`src/rtl/adc_spi_responder.sv`:
```
// adc_spi_responder: SPI-clocked 8-channel 12-bit ADC model answering 16-clock address/sample frames.
// Optional ADC_RESP_TEST_PATTERN_EN adds test_mode and a frame counter pattern source.
module adc_spi_responder #(
    parameter int NUM_CH = 8,
    parameter int DATA_W = 12
) (
    input  logic                     sclk,
    input  logic                     rst,
    input  logic                     CS_n,
    input  logic                     din,
    input  logic [NUM_CH*DATA_W-1:0] ch_data,
`ifdef ADC_RESP_TEST_PATTERN_EN
    input  logic                     test_mode,
`endif
    output logic                     dout,
    output logic [2:0]               cur_ch,
    output logic                     frame_done,
    output logic                     addr_err
);
    localparam logic [3:0] NCH = 4'(NUM_CH);

    if (DATA_W != 12 || NUM_CH < 1 || NUM_CH > 8) begin : g_bad_cfg
        $error("adc_spi_responder: DATA_W must be 12 and NUM_CH within 1..8");
    end

    logic [3:0]        bit_cnt;
    logic [2:0]        addr_shift;
    logic [DATA_W-1:0] sample;
    logic [DATA_W-1:0] ch_sel;
    logic [DATA_W-1:0] next_sample;

    assign addr_err = {1'b0, cur_ch} >= NCH;

    always_comb begin
        ch_sel = '0;
        for (int i = 0; i < NUM_CH; i++)
            if (cur_ch == 3'(i)) ch_sel = ch_data[i*DATA_W +: DATA_W];
    end

`ifdef ADC_RESP_TEST_PATTERN_EN
    logic [8:0] frame_cnt;
    assign next_sample = test_mode ? {cur_ch, frame_cnt} : (addr_err ? '0 : ch_sel);

    always_ff @(posedge sclk or posedge rst)
        if (rst) frame_cnt <= '0;
        else if (!CS_n && bit_cnt == 4'd15) frame_cnt <= frame_cnt + 9'd1;
`else
    assign next_sample = addr_err ? '0 : ch_sel;
`endif

    always_ff @(posedge sclk or posedge rst) begin
        if (rst) begin
            bit_cnt    <= '0;
            addr_shift <= '0;
            cur_ch     <= '0;
            sample     <= '0;
            frame_done <= 1'b0;
        end else begin
            frame_done <= !CS_n && bit_cnt == 4'd15;
            if (CS_n) begin
                // an aborted frame leaves no partial address behind
                bit_cnt    <= '0;
                addr_shift <= '0;
            end else begin
                bit_cnt <= bit_cnt + 4'd1;
                case (bit_cnt)
                    4'd2: addr_shift[2] <= din;
                    4'd3: begin
                        addr_shift[1] <= din;
                        sample        <= next_sample;
                    end
                    4'd4: addr_shift[0] <= din;
                    4'd15: cur_ch <= addr_shift;
                    default: ;
                endcase
            end
        end
    end

    // bit_cnt already holds the reader's upcoming count at this negedge
    always_ff @(negedge sclk or posedge rst)
        if (rst) dout <= 1'b0;
        else dout <= (CS_n || bit_cnt < 4'd4) ? 1'b0 : sample[4'd15 - bit_cnt];
endmodule

```
`config.mk`:
```
export PLATFORM = sky130hd
export DESIGN_NAME = adc_spi_responder
export DESIGN_NICKNAME = d
export VERILOG_FILES = /design/src/rtl/adc_spi_responder.sv
export SDC_FILE = /design/constraint.sdc
export NUM_CORES = 1
export LEC_CHECK = 0
export ABC_AREA = 1
export BUFFER_PORTS_ARGS = -buffer_cell sky130_fd_sc_hd__buf_2
export CORE_MARGIN = 2
export CORE_UTILIZATION = 45
export CTS_CLUSTER_DIAMETER = 150
export DETAILED_ROUTE_END_ITERATION = 6
export HOLD_SLACK_MARGIN = 0.03
export PLACE_DENSITY = 0.82
export SLEW_MARGIN = 20
export SYNTH_ARGS = -nofsm -noshare
export SYNTH_HDL_FRONTEND = slang
export SYNTH_SLANG_ARGS = --single-unit
```
`constraint.sdc`:
```
create_clock -name sclk -period 1.5 [get_ports sclk]
set_input_delay 0.075 -clock sclk [delete_from_list [all_inputs] [get_ports sclk]]
set_output_delay 0.075 -clock sclk [all_outputs]
set_load 0.05 [all_outputs]
```
==> run summary <==
Routed met2 length: 3380 µm
Final std cells w/o fill: 485
DR top layer: met4
Starting Density: 46.0%
Crit Path Category: flop to flop
Max rail drop VDD: 0.000746 V
Initial DRT Pass Iterations: 4
Top-level I/O count: 106
Synthesis-stage register bit count: 24
Per-cell routed wire length: 13.7 µm
Worst-path maximum fanout: 7
Seq/Total Area, Yosys: 30.4%
First-pass GRT wire length: 10300 µm
Area Growth Syn to Fin: 50.1%
Die Area: 4930 µm²
Violated checks: setup timing
Commonest non-fill, non-tap cells in the layout: buf_2 (104), nand2_1 (65), nand4_1 (36)
Crit path launch type: flop
Reg clk slew, reported paths: 0.08 ns
CTS Root Buffer Type: clkbuf_8
Pleak: 1.61 nW
Ys Warns: 0
Smallest hold slack: 0.0525 ns
Clock Skew: 0.0119 ns
Final Hold Fails: 0
Kind of end point of the critical path: flop
CTS tree: built
Slowest cell on crit path: dfrtp_2
Placed wire-length estimate: 4820 µm
DR vias: 2628
WP data arrival: 1.22 ns
Largest net degree at the start of global routing: 25
Clock buffer count from CTS: 3
Avg Inst Size Synth: 6.37 µm²
Chip height: 70.2 µm
Ratio of cells with drive above 1 in the final layout: 38.8%
Slew Limit Fails: 0
Wl on met1: 2580 µm
Syn Nets: 413
Routed vias/inst: 5.42
DRC Markers: 0
Clock buffer depth: 2
WP buf/inv: 0
DRT antenna net count: 0
Initial DRC count: 133
Initial antenna violation count: 0
Num Clock Sinks: 24
Wire length on met3: 540 µm
Total grt overflow: 0
Total number of placement rows: 24
Power Dens Cells: 602 nW/µm²
Filler Cell Count: 373
Tot GR Track Use: 25.2%
Cells after synthesis: 310
Gpl congestion: 0.919
Worst-Skew Late Latency: 0.28 ns
Post-synth cell types: 23
Slowest Stage Delay on Critical Path: 0.47 ns
DP Worst Slack: -0.356 ns
Crit-path cells: nor2_1, nor2_1, o21ai_1, nand3_1, nand3_1, a21oi_1
Core Area: 4290 µm²
Commonest non-fill, non-tap cell in the layout: buf_2
Setup Viol. Count Final: 2
Drt total wl: 6630 µm
# H-tree levels: 1
Hold Path Class: primary input to flop
Total Nets Final: 537
Die width: 70.2 µm
Placed cells: 471
Input/output buffers: 104
Worst Slack Setup Final: -0.345 ns
Outcome: complete, but fails checks
Critical Path RT: 0.88 ns
Antenna diodes: 0
Max Cap Violations: 0
Top delay family on crit path: flip-flops
Overall Power: 1.78 mW
Setup TNS: -0.536 ns
Vias in the first global route: 2357
RSZ-0062 raised after global routing: yes
Synthesized area: 1970 µm²
routing by layer:
layer / GRT usage (%) / up-vias
li1: - / 1286
met1: 33.2 / 1184
met2: 43.6 / 141
met3: 3.03 / 17
met4: 6.41 / 0
met5: 0 / -
report_power, final:
part	total (mW)	internal, mW	switching, mW
Sequential	0.857	0.772	0.0849
Combinational	0.487	0.240	0.248
Clock	0.439	0.234	0.204
Total	1.78	1.25	0.537
cell usage after synthesis:
library cell / instances / area, µm²
o22ai_1: 1 / 6.26
nand2_1: 66 / 248
a21oi_1: 28 / 140
o21ai_1: 4 / 20.0
inv_1: 31 / 116
conb_1: 1 / 3.75
mux2_1: 2 / 22.5
nand4_1: 36 / 225
buf_6: 1 / 11.3
dfrtp_1: 23 / 576
nor3_2: 3 / 30.0
o21ai_0: 9 / 45.0
buf_2: 14 / 70.1
buf_1: 1 / 3.75
nor3_4: 1 / 16.3
dfrtn_1: 1 / 25.0
buf_4: 4 / 30.0
nand3_1: 33 / 165
nor2_1: 40 / 150
inv_2: 5 / 18.8
ha_1: 3 / 37.5
nor2_2: 1 / 6.26
clkbuf_1: 2 / 7.51
worst paths after layout:
| check | startpoint | to | slack, ns | cells after the start |
|---|---|---|---|---|
| max | bit_cnt[0] | dout | -0.34 | 6 |
| min | CS_n | bit_cnt[1] | 0.05 | 2 |
| max reg2reg | bit_cnt[0] | dout | -0.34 | 6 |
| min reg2reg | sample[3] | sample[3] | 0.50 | 2 |
| max in group asynchronous | rst | dout | 0.52 | 3 |
| min in group asynchronous | rst | frame_done | 0.45 | 4 |
metrics by stage:
stage                     cell area [µm²]  util (%)
after global placement               2710      63.0
after detailed placement             2710      63.0
after floorplan                      1990         -
after CTS                            2780      64.8
final                                2960      69.0
after global routing                 2960      69.0
flip-flops by register name (all words and copies together), names as in the netlist:
name / flops
bit_cnt: 4
sample: 12
dout: 1
frame_done: 1
addr_shift: 3
cur_ch: 3
cell type report:
type	instances	area, µm²	share of cell area (%)
tap	52	65.1	2.20
timing repair buffer	141	907	30.6
sequential	24	606	20.4
clock buffer	4	55.1	1.86
inverter	36	150	5.07
multi-input combinational	228	1180	39.8
cell families after synthesis:
logic type | count (synthesis) | share of synthesized area (%)
compound gates | 42 | 10.7
fa+ha+maj | 3 | 1.90
buf+inv | 58 | 13.1
flops | 24 | 30.4
mux | 2 | 1.14
other cells | 1 | 0.190
simple gates | 180 | 42.6
timing repair:
action / CTS / global route
hold buffers: 1 / 0
gates cloned: 0 / 2
pin swaps: 0 / 9
resized for setup: 4 / 29
setup endpoints to repair: 2 / 15
endpoints found under the hold margin: 23 / 0
buffers inserted: 0 / 8
Note: power is estimated with default switching activity, not from simulation.
